<file path="config.mk">
export PLATFORM = sky130hd
export DESIGN_NAME = pipelined_hierarch_adder
export DESIGN_NICKNAME = d
export VERILOG_FILES = /design/src/rtl/pipelined_hierarch_adder_pkg.sv /design/src/rtl/lookahead_adder_4bit.sv /design/src/rtl/pipelined_hierarch_adder.sv
export SDC_FILE = /design/constraint.sdc
export NUM_CORES = 1
export LEC_CHECK = 0
export ABC_AREA = 1
export BUFFER_PORTS_ARGS = -buffer_cell sky130_fd_sc_hd__buf_2
export CAP_MARGIN = 10
export CORE_ASPECT_RATIO = 0.8
export CORE_MARGIN = 2
export CORE_UTILIZATION = 53
export DETAILED_ROUTE_END_ITERATION = 8
export PLACE_DENSITY_LB_ADDON = 0.1
export SETUP_SLACK_MARGIN = 0.3
export SYNTH_ARGS = -nofsm -noshare
export SYNTH_HDL_FRONTEND = slang
export SYNTH_HIERARCHICAL = 1
export SYNTH_SLANG_ARGS = --single-unit
</file>
<file path="constraint.sdc">
create_clock -name clk -period 1.4 [get_ports clk]
set_input_delay 0.07 -clock clk [delete_from_list [all_inputs] [get_ports clk]]
set_output_delay 0.07 -clock clk [all_outputs]
set_load 0.02 [all_outputs]
</file>
<file path="src/rtl/pipelined_hierarch_adder_pkg.sv">
// Shared arithmetic constants and parameter legality helpers for the chunked adder.
package pipelined_hierarch_adder_pkg;

  localparam int unsigned CHUNK_W   = 4;
  localparam int unsigned MIN_WIDTH = 8;

  // A legal operand width is a whole number of chunks and at least two chunks wide.
  function automatic bit width_legal(input int unsigned w);
    return (w >= MIN_WIDTH) && ((w % CHUNK_W) == 0);
  endfunction

endpackage

</file>
<file path="src/rtl/lookahead_adder_4bit.sv">
// Single-level 4-bit carry-lookahead adder; purely combinational.
module lookahead_adder_4bit (
  input  logic [3:0] a,
  input  logic [3:0] b,
  input  logic       cin,
  output logic [3:0] sum_c,
  output logic       cout_c
);

  logic [3:0] g;
  logic [3:0] p;
  logic [4:0] c;

  assign g = a & b;
  assign p = a ^ b;

  // Flattened generate/propagate carries, no ripple inside the chunk.
  assign c[0] = cin;
  assign c[1] = g[0] | (p[0] & cin);
  assign c[2] = g[1] | (p[1] & g[0]) | (p[1] & p[0] & cin);
  assign c[3] = g[2] | (p[2] & g[1]) | (p[2] & p[1] & g[0]) | (p[2] & p[1] & p[0] & cin);
  assign c[4] = g[3] | (p[3] & g[2]) | (p[3] & p[2] & g[1]) | (p[3] & p[2] & p[1] & g[0])
              | (&p & cin);

  assign sum_c  = p ^ c[3:0];
  assign cout_c = c[4];

endmodule

</file>
<file path="src/rtl/pipelined_hierarch_adder.sv">
// Pipelined add/subtract: one 4-bit lookahead chunk per stage, carry passed stage to stage.
module pipelined_hierarch_adder
  import pipelined_hierarch_adder_pkg::*;
#(
  parameter int unsigned WIDTH = 16
) (
  input  logic             clk,
  input  logic             rst_n,
  input  logic             in_valid,
  output logic             in_ready,
  input  logic [WIDTH-1:0] a,
  input  logic [WIDTH-1:0] b,
  input  logic             carry_in,
  input  logic             sub,
  output logic             out_valid,
  input  logic             out_ready,
  output logic [WIDTH-1:0] sum,
  output logic             carry_out,
  output logic             overflow
);

  localparam int unsigned NCHUNK = WIDTH / CHUNK_W;

  if (!width_legal(WIDTH)) begin : g_width_check
    $fatal(1, "pipelined_hierarch_adder: WIDTH must be a multiple of 4 and at least 8");
  end

  // Whole pipeline moves together; it only freezes when a finished result is unclaimed.
  logic advance_c;
  assign advance_c = !out_valid || out_ready;
  assign in_ready  = advance_c;

  logic             v0_q;
  logic             c0_q;
  logic [WIDTH-1:0] a0_q;
  logic [WIDTH-1:0] b0_q;

  // Operand capture with subtraction folded into inverted B and forced carry-in.
  always_ff @(posedge clk or negedge rst_n) begin
    if (!rst_n) begin
      v0_q <= 1'b0;
      c0_q <= 1'b0;
      a0_q <= '0;
      b0_q <= '0;
    end else if (advance_c) begin
      v0_q <= in_valid;
      c0_q <= sub | carry_in;
      a0_q <= a;
      b0_q <= b ^ {WIDTH{sub}};
    end
  end

  for (genvar k = 0; k < int'(NCHUNK); k++) begin : g_stage
    localparam int unsigned REM_W = WIDTH - unsigned'(k) * CHUNK_W;
    localparam int unsigned LO_W  = (unsigned'(k) + 1) * CHUNK_W;

    logic [REM_W-1:0]   a_rem;
    logic [REM_W-1:0]   b_rem;
    logic [CHUNK_W-1:0] a_chunk;
    logic [CHUNK_W-1:0] b_chunk;
    logic [CHUNK_W-1:0] s_chunk;
    logic               c_src;
    logic               v_src;
    logic               c_chunk;
    logic [LO_W-1:0]    s_nxt;
    logic [LO_W-1:0]    s_q;
    logic               v_q;
    logic               c_q;

    if (k == 0) begin : g_src
      assign a_rem = a0_q;
      assign b_rem = b0_q;
      assign c_src = c0_q;
      assign v_src = v0_q;
      assign s_nxt = s_chunk;
    end else begin : g_src
      assign a_rem = g_stage[k-1].g_ops.a_q;
      assign b_rem = g_stage[k-1].g_ops.b_q;
      assign c_src = g_stage[k-1].c_q;
      assign v_src = g_stage[k-1].v_q;
      assign s_nxt = {s_chunk, g_stage[k-1].s_q};
    end

    assign a_chunk = a_rem[CHUNK_W-1:0];
    assign b_chunk = b_rem[CHUNK_W-1:0];

    lookahead_adder_4bit u_cla (
      .a      (a_chunk),
      .b      (b_chunk),
      .cin    (c_src),
      .sum_c  (s_chunk),
      .cout_c (c_chunk)
    );

    // Finished low result bits, chunk carry and valid bit advance in lockstep.
    always_ff @(posedge clk or negedge rst_n) begin
      if (!rst_n) begin
        v_q <= 1'b0;
        c_q <= 1'b0;
        s_q <= '0;
      end else if (advance_c) begin
        v_q <= v_src;
        c_q <= c_chunk;
        s_q <= s_nxt;
      end
    end

    if (k < int'(NCHUNK) - 1) begin : g_ops
      logic [REM_W-CHUNK_W-1:0] a_q;
      logic [REM_W-CHUNK_W-1:0] b_q;

      // Unconsumed upper operand chunks wait here until their carry arrives.
      always_ff @(posedge clk or negedge rst_n) begin
        if (!rst_n) begin
          a_q <= '0;
          b_q <= '0;
        end else if (advance_c) begin
          a_q <= a_rem[REM_W-1:CHUNK_W];
          b_q <= b_rem[REM_W-1:CHUNK_W];
        end
      end
    end else begin : g_last
      logic ov_q;

      // Carry into the MSB is recovered from the MSB operand and sum bits.
      always_ff @(posedge clk or negedge rst_n) begin
        if (!rst_n) begin
          ov_q <= 1'b0;
        end else if (advance_c) begin
          ov_q <= a_chunk[CHUNK_W-1] ^ b_chunk[CHUNK_W-1] ^ s_chunk[CHUNK_W-1] ^ c_chunk;
        end
      end
    end
  end

  assign out_valid = g_stage[NCHUNK-1].v_q;
  assign sum       = g_stage[NCHUNK-1].s_q;
  assign carry_out = g_stage[NCHUNK-1].c_q;
  assign overflow  = g_stage[NCHUNK-1].g_last.ov_q;

endmodule

</file>
# Word level (Yosys, flattened, before mapping)
# Cells that the tools add are included.
[word_totals]
regBits = 131
latch_bits = 0
mem_bits_rw = 0
mem_bits_ro = 0
inputBits = 38
out_inout_bits = 20
wordCells = 146
mem_count = 0
[op_classes]
add_sub_neg = 0
mul = 0
div_mod_pow = 0
n_lt_le_gt_ge = 0
eq_ne = 0
shifts = 0
muxes = 0
bitwise = 117
n_reduce_logical = 6
[ops]
columns = ["cell", "count"]
rows = [
  ["bitwise AND 1 bit", 60],
  ["bitwise OR 1 bit", 41],
  ["XOR 4 bit", 8],
  ["bitwise AND 4 bit", 4],
  ["AND reduction 4 bit", 4],
  ["XOR 16 bit", 1],
  ["XOR 1 bit", 3],
  ["logical NOT 1 bit", 1],
  ["logical OR 1 bit", 1],
]

# Longest topological paths before layout
# Gate-level depths: netlist of run 1.
[logic_depth]
word_depth = 8
depth_mapped = 13
ltp_nobuf = 13

# By module
# The synthesis of run 1 kept the hierarchy.
[modules_own_cells]
columns = ["mod", "instances", "cells_each", "area_per_inst_um2", "seq_area_each_um2"]
rows = [
  ["pipelined_hierarch_adder", 1, 559, 5099.9, 3278.1],
  ["lookahead_adder_4bit (g_stage[0].u_cla ...)", 2, 31, 188.9, 0.0],
  ["lookahead_adder_4bit (g_stage[2].u_cla ...)", 2, 31, 186.4, 0.0],
]

# Worst setup path before layout of run 1
# No wires, ideal clock.
[synth_timing]
kind = "flip-flop to flip-flop"
startpoint = "reg g_stage[2].g_ops.a_q[2]"
endpoint = "reg g_stage[3].g_last.ov_q (netlist: overflow)"
arrival_time_ps = 1456
required_ps = 1283
slack_ps = -174
path_stages_with_launch = 13
synth_period_minus_slack_ps = 1574
path_cell_list = "dfrtp_1 -> ha_1 -> or2_0 -> nand2_1 -> nand2_1 -> nand2_1 -> nand2_1 -> inv_1 -> nand2_1 -> nand2_1 -> nand2_1 -> nand3_1 -> nand2_1"
[synth_via]
elab_chain_len = 8
elab_cells_between_ends = 24
cone_classes = "bitwise: 23; reduce/logical: 1"
[synth_lines]
columns = ["element", "line", "source"]
rows = [
  ["start, declared", "pipelined_hierarch_adder.sv:109", "logic [REM_W-CHUNK_W-1:0] a_q;"],
  ["start signal, assigned", "pipelined_hierarch_adder.sv:118", "a_q <= a_rem[REM_W-1:CHUNK_W];"],
  ["XOR 4 bit", "lookahead_adder_4bit.sv:15", "assign p = a ^ b;"],
  ["bitwise AND 1 bit", "lookahead_adder_4bit.sv:21", "assign c[3] = g[2] | (p[2] & g[1]) | (p[2] & p[1] & g[0]) | (p[2] & p[1] & p[0] & cin);"],
  ["bitwise OR 1 bit / bitwise AND 1 bit (equally long branches) (2 in series)", "lookahead_adder_4bit.sv:21", ""],
  ["bitwise OR 1 bit *", "lookahead_adder_4bit.sv:21", ""],
  ["XOR 4 bit *", "lookahead_adder_4bit.sv:25", "assign sum_c = p ^ c[3:0];"],
  ["via g_stage[3].s_chunk[3]", "pipelined_hierarch_adder.sv:61", "logic [CHUNK_W-1:0] s_chunk;"],
  ["XOR 1 bit * (2 in series)", "pipelined_hierarch_adder.sv:130", "ov_q <= a_chunk[CHUNK_W-1] ^ b_chunk[CHUNK_W-1] ^ s_chunk[CHUNK_W-1] ^ c_chunk;"],
  ["end signal, assigned", "pipelined_hierarch_adder.sv:130", ""],
  ["end, declared", "pipelined_hierarch_adder.sv:123", "logic ov_q;"],
]
# The timed path passes the listed nets; every way through them passes the cells marked *.
# A chain may end at the register's enable or synchronous reset.

# Worst setup path after layout of run 1
[layout_timing]
startpoint = "reg g_stage[2].g_ops.b_q[1]"
endpoint = "reg g_stage[3].s_q[15] (netlist: sum[15])"
[layout_via]
elab_chain_len = 6
elab_cells_between_ends = 11
cone_classes = "bitwise: 11"
[layout_lines]
columns = ["element", "line", "source"]
rows = [
  ["start, declared", "pipelined_hierarch_adder.sv:110", "logic [REM_W-CHUNK_W-1:0] b_q;"],
  ["start signal, assigned", "pipelined_hierarch_adder.sv:119", "b_q <= b_rem[REM_W-1:CHUNK_W];"],
  ["bitwise AND 4 bit / XOR 4 bit (equally long branches)", "lookahead_adder_4bit.sv:14, lookahead_adder_4bit.sv:15", ""],
  ["bitwise AND 1 bit", "lookahead_adder_4bit.sv:21", ""],
  ["bitwise OR 1 bit / bitwise AND 1 bit (equally long branches) (2 in series)", "lookahead_adder_4bit.sv:21", ""],
  ["bitwise OR 1 bit *", "lookahead_adder_4bit.sv:21", ""],
  ["XOR 4 bit *", "lookahead_adder_4bit.sv:25", ""],
  ["via g_stage[3].s_chunk[3]", "pipelined_hierarch_adder.sv:61", ""],
  ["end signal, assigned", "pipelined_hierarch_adder.sv:104", "s_q <= s_nxt;"],
  ["end, declared", "pipelined_hierarch_adder.sv:66", "logic [LO_W-1:0] s_q;"],
]
# Marked as above.

==> run_results.csv, run 1 <==
group,metric,value,unit
clock_network,cts_sinks,131,
worst_setup_path,r2r_start,"g_stage[2].g_ops.b_q[1]",
synthesis,syn_avg_cell_area,8.57,um^2
drt,wl_per_cell,26.0,um
synthesis,synth.distinct_cells,19,
pwr,peakVddDrop,0.00168,V
worst_setup_path,cp.required,1.75,ns
synthesis,synth_edf_count,0,
clock_network,path_clk_slew,0.07,ns
hold_path,hp-class,"primary input to asynchronous set/reset pin",
timing,period_minus_slack,1.84,ns
worst_setup_path,setup.worst_path.class,"flop to flop",
clock_network,cts_buffers,17,
synthesis,yosysWarnings,6,
timing,fin_crit_sh,131,%
synthesis,synth_area,5850,um^2
global_routing,antenna_found_initial,0,
global_routing,grt.total_usage,34.3,%
synthesis,syn_nets,741,
drt,avgViaCountPerCell,6.18,
worst_setup_path,critical-path-top-delay-family,"simple AND/OR/NAND/NOR gates",
pwr,p_leak,5.15,nW
timing,slew_viol_final,0,
synthesis,synth-async-reset-ratio,100,%
floorplanning,core_area,10800,um^2
finish,n_fill_cell,277,
timing,setup_ws,-0.436,ns
clock_network,clkLatencyLatePin,0.44,ns
status,outcome,"finished with violations",
synthesis,synth-seq-area-share,56.0,%
finish,fin_nets,923,
worst_setup_path,cp_max_fo,4,
place,gp_congestion,0.829,
clock_network,cts_tree,"done",
drt,routed-via-count,6307,
timing,rsz0062_at_grt,"yes",
synthesis,ys_ff_latch,131,
worst_setup_path,end_kind,"flop",
drt,drtIter0Drc,598,
floorplanning,dieArea,11900,um^2
synthesis,synthSimpleGateAreaFrac,26.1,%
global_routing,grt_max_degree,36,
timing,relSlewSlack,60.6,%
timing,fmax,0.545,GHz
finish,instances_no_fill,1020,
floorplanning,initial_core_util,54.1,%
worst_setup_path,slowest_delay,0.42,ns
timing,setup_viol,106,
timing,hold_violations,0,
pwr,p_per_area,2640,nW/um^2
worst_setup_path,path_cells,"ha_4 > nand4_1 > nand2_2 > nand2_2 > nand2_2 > inv_2 > buf_6 > buf_6 > buf_6 > o21ai_2",
global_routing,grt_pass1_vias,5983,
finish,syn2layout_area_growth,74.0,%
timing,worst_clock_skew,0.0130,ns
floorplanning,pin_count,58,
place,dpl.cell_count,872,
synthesis,ys.flop_type,"dfrtp_1",
worst_setup_path,r2r_end,"sum[15]",
finish,register_area,3280,um^2
status,violations,"setup timing",
clock_network,cts_root_buffer,"clkbuf_16",
clock_network,clk_path_buf_depth,2,
finish,diodes,0,
timing,tns,-7.44,ns
place,port_buffers,57,
drt,drc_errors,0,
floorplanning,die_y,98.0,um
synthesis,synth_xor_area_share,2.99,%
finish,multi_input_area,3610,um^2
synthesis,synth_fa_ha_area_share,4.79,%
worst_setup_path,cpMaxStageDelayCell,"dfrtp_1",
clock_network,h-tree-depth,4,
worst_setup_path,cp_data_arrival_time,2.19,ns
worst_setup_path,crit_buf_inv,4,
worst_setup_path,r2r_cells,10,
finish,drive_above_1_share,55.6,%
timing,tightest_slew,0.591,ns
synthesis,synthCells,683,
floorplanning,rows,34,
synthesis,synth_compound_area_share,3.93,%
worst_setup_path,worst_setup_path_start_kind,"flop",
floorplanning,die_w,121,um
synthesis,synth_top_family_by_area,"simple AND/OR/NAND/NOR gates",
global_routing,grt_pass1_wl,30.9,mm
drt,totalWireLength,26.5,mm
worst_setup_path,r2r_slack,-0.44,ns
flow_run,cap_violations,0,
place,dp_hpwl,7.36,mm
drt,drtAntennaViolNets,0,
drt,first_pass_iters,6,
global_routing,grt_overflow,0,
synthesis,muxShareOfSynthArea,0,%
==> per-stage QoR <==
step                      utilization, %  power [mW]  instance area [um^2]  worst slack [ns]  hold WS (ns)
after floorplan                        -        11.3                  6010           -0.0650        -0.226
after global placement              59.9        12.7                  6470           -0.0944       -0.0126
after detailed placement            59.9        13.0                  6470            -0.194      -0.00891
after CTS                           84.7        21.8                  9160            -0.171         0.107
after global routing                94.2        27.7                 10200            -0.455         0.128
final                               94.2        26.9                 10200            -0.436         0.100
==> worst max path at each step <==
stage / endpoint / cells past startpoint / slack (ns) / startpoint
floorplan: overflow / 12 / -0.06 / g_stage[2].g_ops.b_q[2]
global placement: overflow / 12 / -0.09 / g_stage[2].g_ops.b_q[2]
detailed placement: overflow / 11 / -0.19 / g_stage[2].g_ops.b_q[0]
CTS: overflow / 12 / -0.17 / g_stage[2].g_ops.b_q[2]
global route: sum[15] / 10 / -0.46 / g_stage[2].g_ops.b_q[1]
finish: sum[15] / 10 / -0.44 / g_stage[2].g_ops.b_q[1]
==> where the power goes <==
group,internal (mW),total (mW),switching (mW)
Sequential,5.47,7.36,1.89
Combinational,6.82,14.9,8.11
Clock,2.77,4.64,1.87
==> final cells by class <==
| type | instances | area share (%) |
|---|---|---|
| flip-flops and latches | 131 | 32.2 |
| multi-input cells | 476 | 35.5 |
| well taps | 144 | 1.77 |
| repair buffers | 193 | 23.1 |
| clock inverters | 11 | 1.36 |
| inverters | 46 | 1.77 |
| clock buffers | 19 | 4.25 |
==> flip-flops by register name, indices dropped and copies added (netlist names) <==
name and cells:
b0_q 16, carry_out 1, c0_q 1, g_stage.g_ops.a_q 24, out_valid 1, overflow 1, g_stage.c_q 3, g_stage.v_src 1
g_stage.s_q 24, g_stage.v_q 3, a0_q 16, sum 16, g_stage.g_ops.b_q 24
==> timing repair <==
item / CTS / global route
resized for setup: 277 / 210
pin swaps: 67 / 49
setup endpoints to repair: 130 / 132
hold endpoints to repair: 165 / 0
buffers inserted: 37 / 18
cloned: 23 / 5
hold buffers: 35 / 0
==> synthesized netlist by cell type, types with 2 or more instances <==
library cell / n / area share, %
nand2_1: 351 / 23
dfrtp_1: 131 / 56
inv_1: 45 / 2.9
o21ai_0: 42 / 3.6
xnor2_1: 20 / 3.0
nand3_1: 17 / 1.5
ha_1: 16 / 3.4
buf_2: 14 / 1.2
nand4_1: 8 / 0.86
clkbuf_1: 7 / 0.45
nor2_1: 7 / 0.45
buf_6: 6 / 1.2
a21oi_1: 4 / 0.34
fa_1: 4 / 1.4
or2_0: 4 / 0.43
buf_4: 3 / 0.38
nand2_2: 2 / 0.21
==> per-layer routing <==
metal  track usage, %  wire length [um]
met5                0                 0
met4             17.2              2330
met3             7.94              2540
met2             57.5             12600
met1             41.8              9000
==> layout by cell type, fill, tap and decap left out, drive strengths merged <==
cell type,netlist,layout
clkbuf,7,24
clkinv,0,7
o21ai,42,42
nand2,353,353
xnor2,20,20
buf,23,153
nand4,8,8
fa,4,4
a21oi,4,4
ha,16,16
bufinv,0,3
or2,4,4
inv,46,45
dfrtp,131,131
nor2,8,8
clkinvlp,0,2
nand3,17,17
dlygate4sd3,0,35
==> cells by family (layout without fill, tap and decap cells) <==
| kind of cell | Yosys count | in the layout |
|---|---|---|
| AND/OR/NAND/NOR | 390 | 390 |
| buffers and inverters | 76 | 269 |
| flip-flops | 131 | 131 |
| XOR/XNOR | 20 | 20 |
| adder cells (fa/ha/maj) | 20 | 20 |
| AO/OA/AOI/OAI | 46 | 46 |
Note: power is estimated with default switching activity, not from simulation.
==> inputs of run 2 (changes only) <==
--- a/config.mk
+++ b/config.mk
@@ -13,7 +13,6 @@
 export CORE_UTILIZATION = 53
 export DETAILED_ROUTE_END_ITERATION = 8
 export PLACE_DENSITY_LB_ADDON = 0.1
-export SETUP_SLACK_MARGIN = 0.3
 export SYNTH_ARGS = -nofsm -noshare
 export SYNTH_HDL_FRONTEND = slang
 export SYNTH_HIERARCHICAL = 1
==> run_results.csv, run 2 (synthesis results as in run 1) <==
group,metric,value,unit
drt,drc_errors,0,
floorplanning,pin_count,58,
floorplanning,rows,34,
global_routing,grt.total_usage,21.1,%
drt,drtAntennaViolNets,0,
clock_network,h-tree-depth,4,
global_routing,grt_overflow,0,
worst_setup_path,end_kind,"flop",
worst_setup_path,r2r_slack,-0.21,ns
finish,n_fill_cell,880,
floorplanning,core_area,10800,um^2
floorplanning,initial_core_util,54.1,%
finish,diodes,0,
timing,slew_viol_final,0,
status,violations,"setup timing",
drt,first_pass_iters,4,
clock_network,cts_sinks,131,
global_routing,grt_max_degree,81,
worst_setup_path,r2r_cells,12,
finish,reg.largest.list,"g_stage.g_ops.a_q (24), g_stage.g_ops.b_q (24), g_stage.s_q (24)",
timing,worst_clock_skew,0.00839,ns
drt,avgViaCountPerCell,4.83,
worst_setup_path,crit_start,"g_stage[2].g_ops.a_q[2]",
finish,fin_nets,854,
finish,drive_above_1_share,17.8,%
finish,layout_commonest_cell,"nand2_1",
global_routing,grt_pass1_vias,4431,
worst_setup_path,cp.required,1.69,ns
status,outcome,"finished with violations",
timing,rsz0062_at_grt,"yes",
drt,totalWireLength,12.1,mm
finish,mostFrequentLayoutCells,"nand2_1 (346), dfrtp_1 (131), buf_2 (55)",
place,port_buffers,57,
timing,hold_violations,0,
floorplanning,die_w,121,um
worst_setup_path,setup.worst_path.class,"flop to flop",
global_routing,grt_pass1_wl,19.9,mm
clock_network,cts_buffers,17,
place,dp_hpwl,7.08,mm
worst_setup_path,r2r_start,"g_stage[2].g_ops.a_q[2]",
clock_network,path_clk_slew,0.05,ns
timing,tightest_slew,0.486,ns
timing,timing.hold.ws,0.107,ns
clock_network,cts_tree,"done",
global_routing,antenna_found_initial,0,
timing,fmax,0.623,GHz
finish,instances_no_fill,949,
timing,setup_viol,3,
timing,fin_crit_sh,115,%
pwr,power,17.6,mW
worst_setup_path,r2r_end,"overflow",
floorplanning,dieArea,11900,um^2
worst_setup_path,cp_max_fo,3,
pwr,p_leak,4.00,nW
place,gp_congestion,0.813,
worst_setup_path,worst_setup_path_start_kind,"flop",
finish,syn2layout_area_growth,28.7,%
timing,period_minus_slack,1.61,ns
clock_network,clk_path_buf_depth,2,
timing,setup_ws,-0.206,ns
drt,wl_per_cell,12.8,um
flow_run,cap_violations,0,
drt,drtIter0Drc,260,
hold_path,hp-class,"primary input to asynchronous set/reset pin",
pwr,p_per_area,2340,nW/um^2
pwr,peakVddDrop,0.00109,V
drt,routed-via-count,4584,
worst_setup_path,cp_data_arrival_time,1.90,ns
floorplanning,die_y,98.0,um
timing,relSlewSlack,67.6,%
place,dpl.cell_count,873,
clock_network,clkLatencyLatePin,0.41,ns
clock_network,cts_root_buffer,"clkbuf_16",
## run 2: critical path, stage by stage, from the launching register on
cell	delay, ns
dfrtp_1	0.41
ha_4	0.25
or2_1	0.22
nand2_2	0.08
nand2_1	0.05
nand2_1	0.07
nand2_2	0.07
inv_2	0.07
nand2_1	0.05
nand2_1	0.05
nand2_1	0.06
nand3_1	0.07
nand2_1	0.05
## run 2: final cells by class
cell class	count	area (um^2)	area share, %
flip-flops and latches	131	3280	43.5
multi-input cells	476	2360	31.3
repair buffers	124	1010	13.4
clock buffers	21	470	6.25
well taps	144	180	2.39
inverters	46	178	2.36
clock inverters	7	60.1	0.797
## run 2: worst max path at each step
stage,to,slack (ns),cells past startpoint
after floorplan,overflow,-0.08,12
after CTS,overflow,-0.17,12
final,overflow,-0.21,12
after detailed placement,overflow,-0.19,12
after global placement,overflow,-0.12,12
after global routing,overflow,-0.29,12
## run 2: per-layer routing
metal	routed length [um]	global-route usage [%]	part of all wire, %
met1	5800	28.1	48
met4	162	6.54	1.3
met2	5770	33.9	48
met3	384	5.78	3.2
met5	0	0	0
## run 2: stage by stage
step / setup TNS [ns] / cell area, um^2 / worst slack (ns) / utilization [%]
detailed placement: -0.235 / 6380 / -0.189 / 59.0
CTS: -0.277 / 7290 / -0.168 / 67.5
global route: -0.730 / 7530 / -0.290 / 69.7
finish: -0.303 / 7530 / -0.206 / 69.7
global placement: -0.123 / 6380 / -0.123 / 59.0
floorplan: -0.0820 / 5880 / -0.0820 / -
## run 2: what timing repair did
item,CTS,global route
endpoints found under the hold margin,165,0
hold buffers,35,0
resized for setup,8,25
endpoints found under the setup margin,4,20
pin swaps,2,16
cloned,0,2
setup buffers,1,10
## run 2: report_power, final
| part | total (mW) | internal [mW] | switching (mW) | leakage, nW |
|---|---|---|---|---|
| clock network | 3.98 | 2.52 | 1.46 | 0.270 |
| registers | 6.47 | 5.47 | 1.01 | 1.60 |
| logic | 7.20 | 3.10 | 4.10 | 2.13 |
